**src/rtl/apb_master_if.sv**
```systemverilog
// APB bus bundle between one master and NUM_SLV slaves.
// Slave i owns PSEL[i], PREADY[i] and PRDATA[32i+31:32i].
interface apb_master_if #(
  parameter int unsigned NUM_SLV = 4
);
  logic [31:0]           PADDR;
  logic [31:0]           PWDATA;
  logic                  PWRITE;
  logic [NUM_SLV-1:0]    PSEL;
  logic                  PENABLE;
  logic [32*NUM_SLV-1:0] PRDATA;
  logic [NUM_SLV-1:0]    PREADY;

  modport master (
    output PADDR, PWDATA, PWRITE, PSEL, PENABLE,
    input  PRDATA, PREADY
  );

  modport slave (
    input  PADDR, PWDATA, PWRITE, PSEL, PENABLE,
    output PRDATA, PREADY
  );
endinterface

```
**src/rtl/apb_master.sv**
```systemverilog
// APB master bridging single-cycle CPU requests onto NUM_SLV 4 KB slave windows,
// with decode-miss and PREADY-timeout error completion.
module apb_master #(
  parameter int unsigned NUM_SLV   = 4,
  parameter logic [31:0] BASE_ADDR = 32'h1000_0000,
  parameter int unsigned TIMEOUT   = 255
) (
  input  logic         PCLK,
  input  logic         PRESET,
  input  logic         transfer,
  input  logic         write,
  input  logic [31:0]  addr,
  input  logic [31:0]  wdata,
  output logic [31:0]  rdata,
  output logic         ready,
  output logic         err,
  output logic         busy,
  apb_master_if.master bus
);

  localparam int unsigned DW = 32;
  localparam int unsigned IW = 3;
  localparam int unsigned CW = 8;

  typedef enum logic [1:0] {
    IDLE,
    SETUP,
    ACCESS
  } state_t;

  state_t          state;
  logic [CW-1:0]   wait_cnt;

  logic [IW-1:0]      idx_c;
  logic               hit_c;
  logic [NUM_SLV-1:0] dec_c;
  logic               pready_c;
  logic [DW-1:0]      prdata_c;

  // Address decode of the incoming request
  always_comb begin
    idx_c = addr[14:12];
    hit_c = (addr[31:15] == BASE_ADDR[31:15]) && (32'(idx_c) < NUM_SLV);
    dec_c = NUM_SLV'(1) << idx_c;
  end

  // Only the selected slave's ready/data are visible; PSEL is one-hot
  always_comb begin
    pready_c = 1'b0;
    prdata_c = '0;
    for (int i = 0; i < NUM_SLV; i++) begin
      if (bus.PSEL[i]) begin
        pready_c = pready_c | bus.PREADY[i];
        prdata_c = prdata_c | bus.PRDATA[DW*i +: DW];
      end
    end
  end

  always_ff @(posedge PCLK) begin
    if (PRESET) begin
      state       <= IDLE;
      wait_cnt    <= '0;
      bus.PADDR   <= '0;
      bus.PWDATA  <= '0;
      bus.PWRITE  <= 1'b0;
      bus.PSEL    <= '0;
      bus.PENABLE <= 1'b0;
      rdata       <= '0;
      ready       <= 1'b0;
      err         <= 1'b0;
      busy        <= 1'b0;
    end else begin
      ready <= 1'b0;
      err   <= 1'b0;
      case (state)
        IDLE: begin
          if (transfer) begin
            if (hit_c) begin
              state       <= SETUP;
              busy        <= 1'b1;
              wait_cnt    <= '0;
              bus.PADDR   <= addr;
              bus.PWDATA  <= wdata;
              bus.PWRITE  <= write;
              bus.PSEL    <= dec_c;
              bus.PENABLE <= 1'b0;
            end else begin
              // Decode miss completes immediately without touching the bus
              ready <= 1'b1;
              err   <= 1'b1;
              rdata <= '0;
            end
          end
        end
        SETUP: begin
          state       <= ACCESS;
          bus.PENABLE <= 1'b1;
        end
        ACCESS: begin
          if (pready_c) begin
            state       <= IDLE;
            busy        <= 1'b0;
            bus.PSEL    <= '0;
            bus.PENABLE <= 1'b0;
            ready       <= 1'b1;
            rdata       <= bus.PWRITE ? '0 : prdata_c;
          end else if (wait_cnt == CW'(TIMEOUT - 1)) begin
            state       <= IDLE;
            busy        <= 1'b0;
            bus.PSEL    <= '0;
            bus.PENABLE <= 1'b0;
            ready       <= 1'b1;
            err         <= 1'b1;
            rdata       <= '0;
            wait_cnt    <= wait_cnt + CW'(1);
          end else begin
            wait_cnt <= wait_cnt + CW'(1);
          end
        end
        default: begin
          state       <= IDLE;
          busy        <= 1'b0;
          bus.PSEL    <= '0;
          bus.PENABLE <= 1'b0;
        end
      endcase
    end
  end

endmodule

```
**src/flat_wrapper.sv**
```systemverilog
// flat-port wrapper written by rule: the top's interface ports become plain ports
module apb_master_flat 
#(
  parameter int unsigned NUM_SLV   = 4,
  parameter logic [31:0] BASE_ADDR = 32'h1000_0000,
  parameter int unsigned TIMEOUT   = 255
)
  (PCLK, PRESET, transfer, write, addr, wdata, rdata, ready, err, busy, bus_PADDR, bus_PWDATA, bus_PWRITE, bus_PSEL, bus_PENABLE, bus_PRDATA, bus_PREADY);
  apb_master_if #(.NUM_SLV(NUM_SLV)) bus_i ();
  input  logic PCLK;
  input  logic PRESET;
  input  logic transfer;
  input  logic write;
  input  logic [31:0] addr;
  input  logic [31:0] wdata;
  output logic [31:0] rdata;
  output logic ready;
  output logic err;
  output logic busy;
  output wire logic [$bits(bus_i.PADDR)-1:0] bus_PADDR;
  output wire logic [$bits(bus_i.PWDATA)-1:0] bus_PWDATA;
  output wire logic [$bits(bus_i.PWRITE)-1:0] bus_PWRITE;
  output wire logic [$bits(bus_i.PSEL)-1:0] bus_PSEL;
  output wire logic [$bits(bus_i.PENABLE)-1:0] bus_PENABLE;
  input wire logic [$bits(bus_i.PRDATA)-1:0] bus_PRDATA;
  input wire logic [$bits(bus_i.PREADY)-1:0] bus_PREADY;
  assign bus_PADDR = bus_i.PADDR;
  assign bus_PWDATA = bus_i.PWDATA;
  assign bus_PWRITE = bus_i.PWRITE;
  assign bus_PSEL = bus_i.PSEL;
  assign bus_PENABLE = bus_i.PENABLE;
  assign bus_i.PRDATA = bus_PRDATA;
  assign bus_i.PREADY = bus_PREADY;
  apb_master #(.NUM_SLV(NUM_SLV), .BASE_ADDR(BASE_ADDR), .TIMEOUT(TIMEOUT)) u_core (.PCLK(PCLK), .PRESET(PRESET), .transfer(transfer), .write(write), .addr(addr), .wdata(wdata), .rdata(rdata), .ready(ready), .err(err), .busy(busy), .bus(bus_i));
endmodule
```
**config.mk**
```make
export PLATFORM = sky130hd
export DESIGN_NAME = apb_master_flat
export DESIGN_NICKNAME = d
export VERILOG_FILES = /design/src/rtl/apb_master_if.sv /design/src/rtl/apb_master.sv /design/src/flat_wrapper.sv
export SDC_FILE = /design/constraint.sdc
export NUM_CORES = 1
export LEC_CHECK = 0
export CAP_MARGIN = 20
export CORE_UTILIZATION = 39
export DETAILED_ROUTE_END_ITERATION = 8
export PLACE_DENSITY = 0.82
export SYNTH_ARGS = -nofsm -noshare
export SYNTH_HDL_FRONTEND = slang
export SYNTH_SLANG_ARGS = --single-unit
```
**constraint.sdc**
```tcl
create_clock -name PCLK -period 1.9 [get_ports PCLK]
set_input_delay 0.38 -clock PCLK [delete_from_list [all_inputs] [get_ports PCLK]]
set_output_delay 0.38 -clock PCLK [all_outputs]
set_load 0.02 [all_outputs]
```
Word-level counts from Yosys, hierarchy flattened
Index checks and enable logic that the tools add are counted.
{ "totals": {"ff_bits": 115, "inputBits": 200, "wordCells": 81} }
{ "classes": {"order_cmp": 1, "addsub": 1, "mux": 43, "reduce_logical": 8, "bitwise_logic": 7, "eq_ne": 9, "shifts": 1} }
{ "op_table": {"columns": ["operator", "n"], "rows": [
  ["32-bit two-way mux", 9],
  ["32-bit bitwise OR", 3],
  ["32-bit one-hot mux with 2 select lines", 1],
  ["8-bit two-way mux", 3],
  ["17-bit by 14-bit equality test with 1-bit output, second input constant", 1],
  ["4-bit two-way mux", 4],
  ["8-bit one-hot mux with 2 select lines", 1],
  ["1-bit two-way mux", 15],
  ["4-bit one-hot mux with 3 select lines", 1],
  ["4-bit AND reduction", 3],
  ["8-bit by 1-bit adder with 8-bit output, second input constant", 1],
  ["8-bit equality test, second input constant", 1],
  ["2-bit two-way mux", 4],
  ["2-bit inequality test, second input constant", 3],
  ["1-bit one-hot mux with 3 select lines", 2],
  ["2-bit one-hot mux with 3 select lines", 1],
  ["3-bit AND reduction", 2],
  ["1-bit one-hot mux with 2 select lines", 2],
  ["1-bit by 3-bit << shifter with 4-bit output, first input constant", 1],
  ["3-bit < comparator, second input constant", 1],
  ["3-bit by 1-bit inequality test with 1-bit output, second input constant", 1],
  ["1-bit bitwise OR", 3],
  ["2-bit by 1-bit equality test with 1-bit output, second input constant", 1],
  ["2-bit equality test, second input constant", 1],
  ["5 further kinds", 5]
]} }

Depth between registers and ports, before layout
{ "depth": {"depth_word": 10, "mapped_depth": 7, "depth_no_buf": 5} }

Worst setup path after synthesis
Ideal clock, no wire load.
{ "synth_path": {"kind": "register to register", "start": "register u_core.bus.PSEL[2]", "end": "register u_core.rdata[10]", "period_less_slack_ns": 1.765, "setup_time_ns": 0.088, "required_ns": 1.812, "slack_ns": 0.135, "stages_incl_launch_ff": 8, "arrival_ns": 1.676, "path_cell_list": "dfxtp_1 buf_4 a22oi_4 and2_4 or4b_1 buf_2 buf_6 o32ai_2"} }
{ "synth_via": {"elab_chain_len": 6, "word_cells_on_any_way": 11, "classes_between": "eq/ne: 1; mux: 7; bitwise: 2; reduce/logical: 1"} }
{ "synth_lines": {"columns": ["item", "line_no", "text"], "rows": [
  ["start, declared", "apb_master_if.sv:15", "output PADDR, PWDATA, PWRITE, PSEL, PENABLE,"],
  ["start signal, assigned", "apb_master.sv:66", "bus.PSEL <= '0;"],
  ["start signal, assigned", "apb_master.sv:85", "bus.PSEL <= dec_c;"],
  ["start signal, assigned", "apb_master.sv:103", "bus.PSEL <= '0;"],
  ["32-bit two-way mux", "apb_master.sv:52", "if (bus.PSEL[i]) begin"],
  ["32-bit bitwise OR", "apb_master.sv:54", "prdata_c = prdata_c | bus.PRDATA[DW*i +: DW];"],
  ["32-bit two-way mux", "apb_master.sv:52", null],
  ["32-bit two-way mux", "apb_master.sv:106", "rdata <= bus.PWRITE ? '0 : prdata_c;"],
  ["32-bit two-way mux", "apb_master.sv:100", "if (pready_c) begin"],
  ["32-bit one-hot mux with 2 select lines", "apb_master.sv:75", "case (state)"],
  ["end signal, assigned", "apb_master.sv:106", null],
  ["end, declared", "apb_master.sv:14", "output logic [31:0] rdata,"]
]} }
Several ways; a longest one is shown, not always the timed one.
A chain may end at the register's enable or synchronous reset.

Worst setup path in the final report
{ "layout_path": {"start": "register u_core.bus.PENABLE", "end": "output bus_PENABLE"} }
{ "layout_rtl": {"columns": ["item", "line_no", "text"], "rows": [
  ["start, declared", "apb_master_if.sv:15", null],
  ["start signal, assigned", "apb_master.sv:67", "bus.PENABLE <= 1'b0;"],
  ["start signal, assigned", "apb_master.sv:86", "bus.PENABLE <= 1'b0;"],
  ["start signal, assigned", "apb_master.sv:97", "bus.PENABLE <= 1'b1;"],
  ["end, declared", "flat_wrapper.sv:24", "output wire logic [$bits(bus_i.PENABLE)-1:0] bus_PENABLE;"]
]} }
No word-level cell between the ends.

==> flow_metrics.env <==
export IMPL_initial_core_util_pct=40.1
export IMPL_ys_top_cells_by_area="dfxtp_1 (43%), o32ai_2 (9.2%), nand4_1 (6.4%)"
export IMPL_synth_fp_nets=769
export IMPL_fin_tns_setup_ps=0
export IMPL_vias=5932
export IMPL_worst_slew_margin_rel_pct=68.6
export IMPL_status="finished, final reports clean"
export IMPL_die_area_sq_mm=0.0141
export IMPL_cellLeakagePower_nw=3.14
export IMPL_start_kind="flop"
export IMPL_setup_viol=0
export IMPL_grt_pass1_wl_um=30600
export IMPL_fill_cells=1013
export IMPL_dp_cells=1028
export IMPL_path_clk_slew_ps=50
export IMPL_grt_total_usage_pct=27.7
export IMPL_ctsHoldBuffers=0
export IMPL_yosys_warnings=0
export IMPL_fmax_mhz=542
export IMPL_layout_drive_gt1_share_pct=13.6
export IMPL_worstReg2RegEnd="u_core.rdata[2]"
export IMPL_hp_class="reg2reg"
export IMPL_critical_path_peak_fanout=5
export IMPL_antenna_left=0
export IMPL_worst_ep_arrival_time_ps=1470
export IMPL_drt_wl_total_um=20000
export IMPL_busiest_layer="met2"
export IMPL_hold_viol=0
export IMPL_maxCapViolations=0
export IMPL_ys_types=45
export IMPL_gp_congestion=0.823
export IMPL_drt_initial_drc_count=289
export IMPL_yosysMostFrequentCell="dfxtp_1"
export IMPL_r2r_start="u_core.bus.PSEL[0]"
export IMPL_synthCells=567
export IMPL_fin_ws_ps=53.5
export IMPL_worstPathRequired_ps=1520
export IMPL_clk_path_buf_depth=2
export IMPL_die_h_um=119
export IMPL_gr_usage_met1_pct=28.9
export IMPL_layout_nets=1073
export IMPL_via_per_inst=5.59
export IMPL_hold_ws_ps=426
export IMPL_synth_seq_cells=114
export IMPL_synth_edf_count=0
export IMPL_synthTopCellsByCount="dfxtp_1 (114), nand4_1 (54), a21oi_1 (51), o21ai_1 (51), clkbuf_1 (37)"
export IMPL_grt_max_degree=89
export IMPL_worstSkewPairLatency_ps=400
export IMPL_numClockSinks=114
export IMPL_antenna_found_initial=2
export IMPL_firstDrtPassIters=5
export IMPL_tightest_slew_ps=472
export IMPL_critical_path_class="reg2out"
export IMPL_grtUsageMet2_pct=50.1
export IMPL_r2r_cells=5
export IMPL_peakVddDrop_mv=0.476
export IMPL_hpwlAfterDp_um=14600
export IMPL_final_core_util_pct=70.3
export IMPL_ys_async_sr_fraction_pct=0
export IMPL_met3_usage_pct=8.93
export IMPL_grt_pass1_vias=5914
export IMPL_synthFlopType="dfxtp_1"
export IMPL_clock_skew_final_ps=7.71
export IMPL_grt_remaining_overflow=0
export IMPL_std_cell_rows=42
export IMPL_synth_top_area_share_pct=42.9
export IMPL_design_area_sq_mm=0.00931
export IMPL_cts_max_level=4
export IMPL_placed_area_sq_mm=0.00873
export IMPL_syn_avg_cell_area_sq_um=9.38
export IMPL_io_buffers=304
export IMPL_drcViolationCount=0
export IMPL_coreArea_sq_mm=0.0132
export IMPL_cts_root_buf="clkbuf_16"
export IMPL_p_total_mw=6.04
export IMPL_reg2reg_slack_ps=70
export IMPL_wl_per_cell_um=18.9
export IMPL_crit_start="u_core.bus.PENABLE"
export IMPL_dpl_worst_slack_ps=-353
export IMPL_maxSlewViolCount=0
export IMPL_cts_tree="built"
export IMPL_fin_crit_sh_pct=97.2
export IMPL_netlist_area_sq_mm=0.00532
export IMPL_numCtsBuffers=17
export IMPL_pin_count=305
export IMPL_endpoint="bus_PENABLE"
export IMPL_power_density_mw_per_mm2=649
export IMPL_period_needed_ps=1850
export IMPL_stdcell_count=1062
export IMPL_cp_end_kind="output pin"
export IMPL_yosysSeqAreaShare_pct=42.9
export IMPL_die_x_um=119
export IMPL_syn_to_final_growth_pct=75.1
export IMPL_synth_area_leader_cell="dfxtp_1"
-- flip-flops by register name, summed over array words and instances (netlist names) --
name and cells:
u_core.state 1, u_core.bus.PADDR 32, u_core.rdata 32, u_core.bus.PENABLE 1
u_core.ready 1, u_core.busy 1, u_core.err 1, u_core.bus.PSEL 4
u_core.bus.PWRITE 1, u_core.wait_cnt 8, u_core.bus.PWDATA 32
-- worst min-delay path by stage --
stage	from	endpoint	slack [ps]	cells past startpoint
after floorplan	u_core.wait_cnt[7]	u_core.wait_cnt[7]	450	2
after global placement	u_core.bus.PADDR[17]	u_core.bus.PADDR[17]	420	2
after detailed placement	u_core.bus.PADDR[17]	u_core.bus.PADDR[17]	420	2
after CTS	u_core.bus.PADDR[17]	u_core.bus.PADDR[17]	430	2
after global routing	u_core.bus.PADDR[29]	u_core.bus.PADDR[29]	450	2
final	u_core.bus.PADDR[17]	u_core.bus.PADDR[17]	430	2
-- worst max-delay path, cell delays in order, from the launching register on --
cell,delay [ps]
dfxtp_1,310
buf_4,140
clkdlybuf4s50_1,610
-- cells by family after synthesis --
group           Yosys count  share of synthesized area [%]
compound gates          214                           32.4
mux                       1                          0.188
flops                   114                           42.9
fa+ha+maj                 2                          0.471
simple gates            146                           16.1
xor+xnor                  4                          0.659
buf+inv                  86                           7.32
-- placed cells by master, fill, tap and decap left out, drive strengths merged, types with 2 or more instances in the layout --
master and instances:
or3 3, nand3 5, buf 47, nand2 4, a21oi 51, nor3b 2, dfxtp 114, clkdlybuf4s50 299
nand4 54, diode 2, xor2 3, a22o 32, nor2 30, nand2b 32, and2 2, o21a 2
nor4 4, and4 2, clkbuf 22, ha 2, clkinvlp 2, dlygate4sd2 4, o21bai 2, o32ai 32
inv 21, nor3 2, bufinv 2, o21ai 56, a21boi 2, clkinv 6, a22oi 2, nor2b 2
a221oi 32
-- metal layers --
| layer | part of all wire [%] | up-vias | wire [um] |
|---|---|---|---|
| li1 | - | 2788 | - |
| met1 | 37 | 2804 | 7350 |
| met2 | 51 | 295 | 10300 |
| met3 | 8.7 | 45 | 1740 |
| met4 | 3.2 | 0 | 637 |
| met5 | 0 | - | 0 |
-- where the power goes --
group	internal, mW	switching [mW]	total, mW
combinational	0.409	0.170	0.578
sequential	2.40	0.000490	2.40
clock	1.99	1.08	3.07
total	4.79	1.25	6.04
-- repair_timing --
action                                  CTS  global route
resized for setup                         4             3
endpoints found under the setup margin    4            28
buffers inserted                          0             0
-- cell type report --
| class | count | area [sq um] | area share [%] |
|---|---|---|---|
| timing repair buffer | 350 | 3470 | 37.3 |
| clock buffer | 22 | 464 | 4.99 |
| clock inverter | 10 | 109 | 1.17 |
| antenna | 2 | 5.00 | 0.0538 |
| multi-input combinational | 367 | 2680 | 28.8 |
| sequential | 114 | 2280 | 24.5 |
| tap | 176 | 220 | 2.37 |
| inverter | 21 | 78.8 | 0.847 |
Power figures use the tool's default switching activity.
